==> config.mk <==
export PLATFORM = sky130hd
export DESIGN_NAME = param_pipelined_logic_unit
export DESIGN_NICKNAME = d
export VERILOG_FILES = /design/src/rtl/param_pipelined_logic_unit.sv
export SDC_FILE = /design/constraint.sdc
export NUM_CORES = 1
export LEC_CHECK = 0
export CAP_MARGIN = 5
export CORE_MARGIN = 3
export CORE_UTILIZATION = 35
export DETAILED_ROUTE_END_ITERATION = 10
export DONT_BUFFER_PORTS = 1
export SLEW_MARGIN = 20
export SYNTH_ARGS = -nofsm -noshare
export SYNTH_HDL_FRONTEND = slang
export SYNTH_SLANG_ARGS = --single-unit
==> constraint.sdc <==
create_clock -name clk -period 2.7 [get_ports clk]
set_input_delay 0.135 -clock clk [delete_from_list [all_inputs] [get_ports clk]]
set_output_delay 0.135 -clock clk [all_outputs]
set_load 0.05 [all_outputs]
==> src/rtl/param_pipelined_logic_unit.sv <==
// param_pipelined_logic_unit: 3-stage lane-pair logic unit with E/F reduction, match counter and valid/ready stalls; PLU_PARITY_EN adds o_out_parity
module param_pipelined_logic_unit #(
    parameter int LANE_W = 8,
    parameter int LANES  = 4,
    parameter int CNT_W  = 16
) (
    input  logic                    clk,
    input  logic                    rst_n,
    input  logic                    i_in_valid,
    output logic                    o_in_ready,
    input  logic [LANES*LANE_W-1:0] i_in_data,
    input  logic [1:0]              i_in_mode,
    output logic                    o_out_valid,
    input  logic                    i_out_ready,
    output logic [LANE_W-1:0]       o_out_e,
    output logic [LANE_W-1:0]       o_out_f,
    output logic                    o_out_match,
    output logic [CNT_W-1:0]        o_match_count,
    output logic                    o_count_sat,
`ifdef PLU_PARITY_EN
    output logic                    o_out_parity,
`endif
    input  logic                    i_clr_count
);
    localparam int P = LANES / 2;

    logic                      w_adv;
    logic                      w_evt;
    logic [P-1:0][LANE_W-1:0]  w_p;
    logic [P-1:0][LANE_W-1:0]  r_p;
    logic [LANE_W-1:0]         w_e;
    logic [LANE_W-1:0]         w_f;
    logic [LANE_W-1:0]         r_e;
    logic [LANE_W-1:0]         r_f;
    logic                      r_v1;
    logic                      r_v2;
    logic                      r_v3;
    logic [LANE_W-1:0]         r_oe;
    logic [LANE_W-1:0]         r_of;
    logic                      r_om;
    logic [CNT_W-1:0]          r_cnt;
    logic                      r_sat;

    assign w_adv         = !r_v3 | i_out_ready;
    assign w_evt         = r_v3 & i_out_ready & r_om;
    assign o_in_ready    = w_adv;
    assign o_out_valid   = r_v3;
    assign o_out_e       = r_oe;
    assign o_out_f       = r_of;
    assign o_out_match   = r_om;
    assign o_match_count = r_cnt;
    assign o_count_sat   = r_sat;

    // Combine each adjacent lane pair with the selected bitwise op
    always_comb begin
        w_p = '0;
        for (int k = 0; k < P; k++) begin
            w_p[k] = i_in_mode == 2'b00 ? i_in_data[2*k*LANE_W +: LANE_W] & i_in_data[(2*k+1)*LANE_W +: LANE_W] :
                     i_in_mode == 2'b01 ? i_in_data[2*k*LANE_W +: LANE_W] | i_in_data[(2*k+1)*LANE_W +: LANE_W] :
                     i_in_mode == 2'b10 ? i_in_data[2*k*LANE_W +: LANE_W] ^ i_in_data[(2*k+1)*LANE_W +: LANE_W] :
                                          ~(i_in_data[2*k*LANE_W +: LANE_W] ^ i_in_data[(2*k+1)*LANE_W +: LANE_W]);
        end
    end

    // XOR-reduce (E) and OR-reduce (F) the registered pair results
    always_comb begin
        w_e = '0;
        w_f = '0;
        for (int k = 0; k < P; k++) begin
            w_e = w_e ^ r_p[k];
            w_f = w_f | r_p[k];
        end
    end

    // All three stages shift together only when the output slot can move
    always_ff @(posedge clk or negedge rst_n) begin
        if (!rst_n) begin
            r_v1 <= 1'b0;
            r_v2 <= 1'b0;
            r_v3 <= 1'b0;
            r_p  <= '0;
            r_e  <= '0;
            r_f  <= '0;
            r_oe <= '0;
            r_of <= '0;
            r_om <= 1'b0;
        end else if (w_adv) begin
            r_v1 <= i_in_valid;
            r_p  <= w_p;
            r_v2 <= r_v1;
            r_e  <= w_e;
            r_f  <= w_f;
            r_v3 <= r_v2;
            r_oe <= r_e;
            r_of <= r_f;
            r_om <= r_e == r_f;
        end
    end

`ifdef PLU_PARITY_EN
    // Parity of the output pair, registered alongside the other outputs
    always_ff @(posedge clk or negedge rst_n) begin
        if (!rst_n)
            o_out_parity <= 1'b0;
        else if (w_adv)
            o_out_parity <= ^{r_e, r_f};
    end
`endif

    // Saturating count of delivered matches; clear beats a same-cycle event
    always_ff @(posedge clk or negedge rst_n) begin
        if (!rst_n) begin
            r_cnt <= '0;
            r_sat <= 1'b0;
        end else if (i_clr_count) begin
            r_cnt <= '0;
            r_sat <= 1'b0;
        end else if (w_evt && !r_sat) begin
            r_cnt <= r_cnt + CNT_W'(1);
            r_sat <= r_cnt == {{(CNT_W-1){1'b1}}, 1'b0};
        end
    end
endmodule
==> impl_metrics.yaml, run 1 <==
status:
  outcome: "completed"
min_path:
  min-delay-start: "i_in_mode[1]"
  min_to: "r_p[9]$_DFFE_PN0P_"
  min_path_cells: 2
  hold_class: "in -> reg"
synthesis:
  syn-cell-area_sq_mm: 0.00402
  synthMuxAreaShare_pct: 10.5
  yosysTopAreaCellShare_pct: 43.0
  syn_area_per_cell_sq_um: 10.1
  synth_cell_types: 30
  synthCells: 396
  yosys.area_share.simple_pct: 8.66
  async_flop_share_pct: 100
  yosysMostFrequentCell: "dfrtp_1"
  yosysTopAreaCell: "dfrtp_1"
  synth_fp_nets: 477
  synth.top_cells.by_count: "dfrtp_1 (69), inv_1 (64), ha_1 (42), mux2_2 (26), nor2_1 (23)"
  ys.flop_type: "dfrtp_1"
  synthAdderAreaFrac_pct: 13.1
  synthTopCellsByArea: "dfrtp_1 (43%), ha_1 (13%), mux2_2 (7.3%)"
  synth_top_family_by_area: "adder cells"
  synth_edf_count: 0
  ys_seq_area_share_pct: 43.0
  yosys_warnings: 0
  synth_compound_area_share_pct: 9.78
  ys_ff_latch: 69
  synthXorXnorAreaFrac_pct: 6.98
cts:
  clk_latency_ns: 0.33
  cts_hold_buf: 5
  root_buffer: "clkbuf_16"
  h-tree-depth: 3
  cts_setup_buffers: 0
  cts_tree: "done"
  numCtsBuffers: 9
  cts.clk_slew.worst_paths_ns: 0.05
  cts_sinks: 69
  cts_resized: 0
  cts.path.max_buffers: 2
setup_path:
  required_ns: 2.94
  worst_r2r_endpoint: "o_match_count[15]$_DFFE_PN0P_"
  r2r_start: "o_count_sat$_DFFE_PN0P_"
  endpoint_kind: "flip-flop"
  arrival_ns: 2.37
  start_kind: "flip-flop"
  r2r_cells: 4
  critPathMaxFanout: 12
  reg2reg_slack_ns: 0.56
  crit_type: "reg -> reg"
flow_run:
  max-cap-violations: 0
timing:
  finalClockSkew_ns: 0.00617
  setup_viol: 0
  finalHoldViolations: 0
  final.period_utilization_pct: 79.1
  max_slew_margin_pct: 56.1
  whs_ns: 0.00938
  setup_tns_ns: 0
  min_period_ns: 2.14
  setup_slack_ns: 0.564
  drv_slew: 0
  grt_setup_unrepaired: "false"
  worst_slew_pin_slew_ns: 0.656
  max_freq_mhz: 468
global_routing:
  grt_pass1_vias: 2588
  grt_max_degree: 70
  grt_use_total_pct: 12.2
  antenna_found_initial: 0
  overflow: 0
  grt_pass1_wl_um: 12700
die:
  die_area_sq_mm: 0.0128
  coreArea_sq_mm: 0.0110
  die_h_um: 113
  row_count: 38
  die_w_um: 113
  io_pins: 75
  start_util_pct: 36.4
route:
  drt_iter0_markers: 140
  antenna_left: 0
  firstDrtPassIters: 4
  drt-total-wl_um: 7560
  routedWlPerCell_um: 13.7
  viasPerCell: 4.76
  route.detailed.drc: 0
  vias: 2620
placement:
  dp_hpwl_um: 5330
  place_ws_ns: 0.593
  place.gp.congestion: 0.847
  io_buffers: 0
power:
  leakage_uw: 0.00216
  irDropWorstVdd_mv: 0.450
  power_uw: 3950
  powerDensity_mw_per_mm2: 858
final_layout:
  final_core_util_pct: 41.7
  nNetsFinal: 486
  multi_input_area_sq_mm: 0.00198
  area_growth_pct: 14.6
  ff_latch_area_sq_mm: 0.00173
  drive_above_1_share_pct: 14.9
  n_antenna_cell: 0
  n_fill_cell: 1087
worst max-delay path by stage:
stage                             from                             to
2_1_floorplan  o_out_valid$_DFFE_PN0P_             r_f[1]$_DFFE_PN0P_
3_3_place_gp   o_count_sat$_DFFE_PN0P_  o_match_count[15]$_DFFE_PN0P_
3_5_place_dp   o_count_sat$_DFFE_PN0P_  o_match_count[15]$_DFFE_PN0P_
4_1_cts        o_count_sat$_DFFE_PN0P_  o_match_count[15]$_DFFE_PN0P_
5_1_grt        o_count_sat$_DFFE_PN0P_  o_match_count[15]$_DFFE_PN0P_
6_report       o_count_sat$_DFFE_PN0P_  o_match_count[15]$_DFFE_PN0P_
report_power, final:
part | leakage (uW) | internal [uW] | switching (uW)
clock | 0.000158 | 831 | 427
sequential | 0.000823 | 1320 | 626
combinational | 0.00117 | 380 | 366
total | 0.00216 | 2530 | 1420
sequential cells by signal, indices dropped and copies added (netlist names), 8 cells and up:
register and count:
o_match_count 16, o_out_e 8, o_out_f 8, r_e 8, r_f 8, r_p 16
critical path, cell delays in order (launching register included):
cell,delay [ns]
dfrtp_1,0.57
and4b_1,0.64
o2111ai_4,0.21
or4_1,0.46
a21oi_1,0.17
per-stage QoR:
| stage | instances | instance area (sq um) |
|---|---|---|
| 3_3_place_gp | 529 | 4210 |
| 3_5_place_dp | 529 | 4210 |
| 4_1_cts | 550 | 4600 |
| 2_1_floorplan | 396 | 4020 |
| 6_report | 550 | 4600 |
| 5_1_grt | 550 | 4600 |
layer usage:
metal | vias to the layer above | global-route usage, % | share of wire [%]
li1 | 1328 | - | -
met1 | 1208 | 16.8 | 47
met2 | 76 | 17.9 | 42
met3 | 8 | 4.28 | 8.9
met4 | 0 | 4.65 | 1.6
met5 | - | 0 | 0
cell families after synthesis:
family          Yosys count
buf+inv                  83
flops                    69
simple gates             68
compound gates           63
fa+ha+maj                42
mux                      39
xor+xnor                 32
layout make-up:
cell class | instances | area share [%]
inverters | 64 | 5.22
multi-input cells | 244 | 43.0
clock inverters | 6 | 1.88
repair buffers | 17 | 3.43
flip-flops and latches | 69 | 37.5
clock buffers | 10 | 5.19
well taps | 140 | 3.81
cell usage in the layout, fill, tap and decap left out, types with 2 or more instances in the layout:
master         count
bufinv_16          2
nor4_1             3
nand3_1            6
o21ai_0           20
or3_1              6
buf_4             12
xnor2_1           14
xor2_1            18
mux2i_1           13
nand4_1            3
clkinv_2           2
nor2_1            23
clkbuf_16          9
dlygate4sd3_1      4
ha_1              42
mux2_2            26
a21oi_1           21
inv_1             64
nand2_1           17
and2_1             3
a211oi_1           4
and4_4             2
dfrtp_1           69
o211ai_1          14
No activity file was read; power rests on OpenSTA's default activity.
==> run 2: changes to the inputs <==
==> constraint.sdc (replaced) <==
create_clock -name clk -period 1.7 [get_ports clk]
set_input_delay 0.085 -clock clk [delete_from_list [all_inputs] [get_ports clk]]
set_output_delay 0.085 -clock clk [all_outputs]
set_load 0.05 [all_outputs]
==> run 2 against run 1 <==
Effect of this change: the flow now finishes with violations (hold timing); wire length down 1.5%; register-to-register slack worse by 0.45 ns; count of clock-buffer cells in the layout down 1; die area unchanged; clock skew up 0.0036 ns; first-iteration DRC count up 29%; setup slack worse by 0.45 ns; utilization up 0.48 points; sequential share of layout area down 0.074 points; global-route usage down 0.13 points; critical endpoint unchanged; largest power group unchanged.
==> impl_metrics.yaml, run 2 (synthesis gave the netlist of run 1 again) <==
placement:
  dp_hpwl_um: 5480
  io_buffers: 0
  place.gp.congestion: 0.811
timing:
  drv_slew: 0
  setup_viol: 0
  whs_ns: -0.535
  max_slew_margin_pct: 50.9
  finalHoldViolations: 70
  worst_slew_pin_slew_ns: 0.734
  final.period_utilization_pct: 93.2
  min_period_ns: 1.58
  grt_setup_unrepaired: "false"
  max_freq_mhz: 631
  finalClockSkew_ns: 0.00980
  setup_tns_ns: 0
power:
  powerDensity_mw_per_mm2: 1300
  power_uw: 6050
  irDropWorstVdd_mv: 0.707
  leakage_uw: 0.00217
cts:
  cts_sinks: 69
  cts_hold_buf: 3
  numCtsBuffers: 9
  cts.path.max_buffers: 2
  clk_latency_ns: 0.32
  root_buffer: "clkbuf_16"
  cts_tree: "done"
  h-tree-depth: 3
  cts.clk_slew.worst_paths_ns: 0.06
route:
  antenna_left: 0
  drt_iter0_markers: 180
  route.detailed.drc: 0
  firstDrtPassIters: 4
  routedWlPerCell_um: 13.3
  viasPerCell: 4.65
  drt-total-wl_um: 7440
  vias: 2596
status:
  outcome: "complete, but fails checks"
  violations: "hold timing"
setup_path:
  crit_type: "reg -> reg"
  critPathMaxFanout: 9
  arrival_ns: 1.82
  start_kind: "flip-flop"
  endpoint_kind: "flip-flop"
  required_ns: 1.93
die:
  start_util_pct: 36.4
  die_w_um: 113
  die_h_um: 113
  row_count: 38
  coreArea_sq_mm: 0.0110
  die_area_sq_mm: 0.0128
  io_pins: 75
global_routing:
  grt_pass1_vias: 2637
  grt_max_degree: 70
  antenna_found_initial: 0
  grt_use_total_pct: 12.1
  grt_pass1_wl_um: 12700
  overflow: 0
final_layout:
  nNetsFinal: 495
  multi_input_area_sq_mm: 0.00198
  final_cell_mix: "inv_1 (64), dfrtp_1 (56), ha_1 (42)"
  drive_above_1_share_pct: 20.1
  final_common_cell: "inv_1"
  n_fill_cell: 1063
  n_antenna_cell: 0
  ff_latch_area_sq_mm: 0.00174
  area_growth_pct: 15.9
min_path:
  hold_class: "in -> async"
flow_run:
  max-cap-violations: 0
==> run 2: cell count changes in the layout (fill, tap and decap cells not counted), sizes merged <==
cell / before / now
buf: 13 / 23
bufinv: 2 / 1
clkbuf: 10 / 9
clkinv: 3 / 4
dlygate4sd3: 4 / 3
==> run 2: worst max-delay path, stage by stage (launching register included) <==
cell	delay, ns
dfrtp_2	0.39
and4b_2	0.35
o2111ai_4	0.17
or4_1	0.43
a21oi_1	0.15
==> run 2: worst paths after layout <==
kind	startpoint	endpoint	slack, ns	cells past startpoint
setup / recovery	o_count_sat$_DFFE_PN0P_	o_match_count[15]$_DFFE_PN0P_	0.12	4
hold / removal	rst_n	o_match_count[9]$_DFFE_PN0P_	-0.54	0
setup reg to reg	o_count_sat$_DFFE_PN0P_	o_match_count[15]$_DFFE_PN0P_	0.12	4
hold reg to reg	r_v2$_DFFE_PN0P_	o_out_valid$_DFFE_PN0P_	0.46	1
max in group asynchronous	rst_n	o_out_e[1]$_DFFE_PN0P_	2.12	0
min in group clk	i_in_mode[1]	r_p[13]$_DFFE_PN0P_	0	3
==> run 2: power breakdown <==
group | switching [uW] | leakage, uW | internal [uW]
clock | 673 | 0.000141 | 1130
combinational | 541 | 0.00123 | 620
sequential | 995 | 0.000802 | 2090
total | 2210 | 0.00217 | 3840
==> run 2: timing repair <==
action                                  4_1_cts  5_1_grt
resized for setup                             0        1
endpoints found under the hold margin       102       69
setup buffers                                 0        0
endpoints found under the setup margin        0        1
==> run 2: stage by stage <==
stage	util, %	instances	area (sq um)	hold WS, ns	setup WS, ns
finish	42.2	558	4650	-0.535	0.115
global route	42.2	558	4650	-0.559	0.00494
CTS	42.2	558	4650	-0.551	0.101
detailed placement	39.3	540	4330	-0.208	0.117
global placement	39.3	540	4330	-0.207	0.145
floorplan	-	396	4030	-0.211	0.0421
==> run 2: final cells by class <==
type,count,area share (%)
clock buffers,9,4.84
clock inverters,6,1.40
inverters,64,5.16
multi-input cells,244,42.5
flip-flops and latches,69,37.4
well taps,140,3.76
repair buffers,26,4.89
==> run 2: per-layer routing <==
metal	share of wire, %	track usage, %	wire length [um]	vias to the layer above
li1	-	-	-	1349
met1	47	16.2	3500	1173
met2	44	18.6	3250	68
met3	8.2	4.12	614	6
met4	1.1	3.85	85	0
met5	0	0	0	-
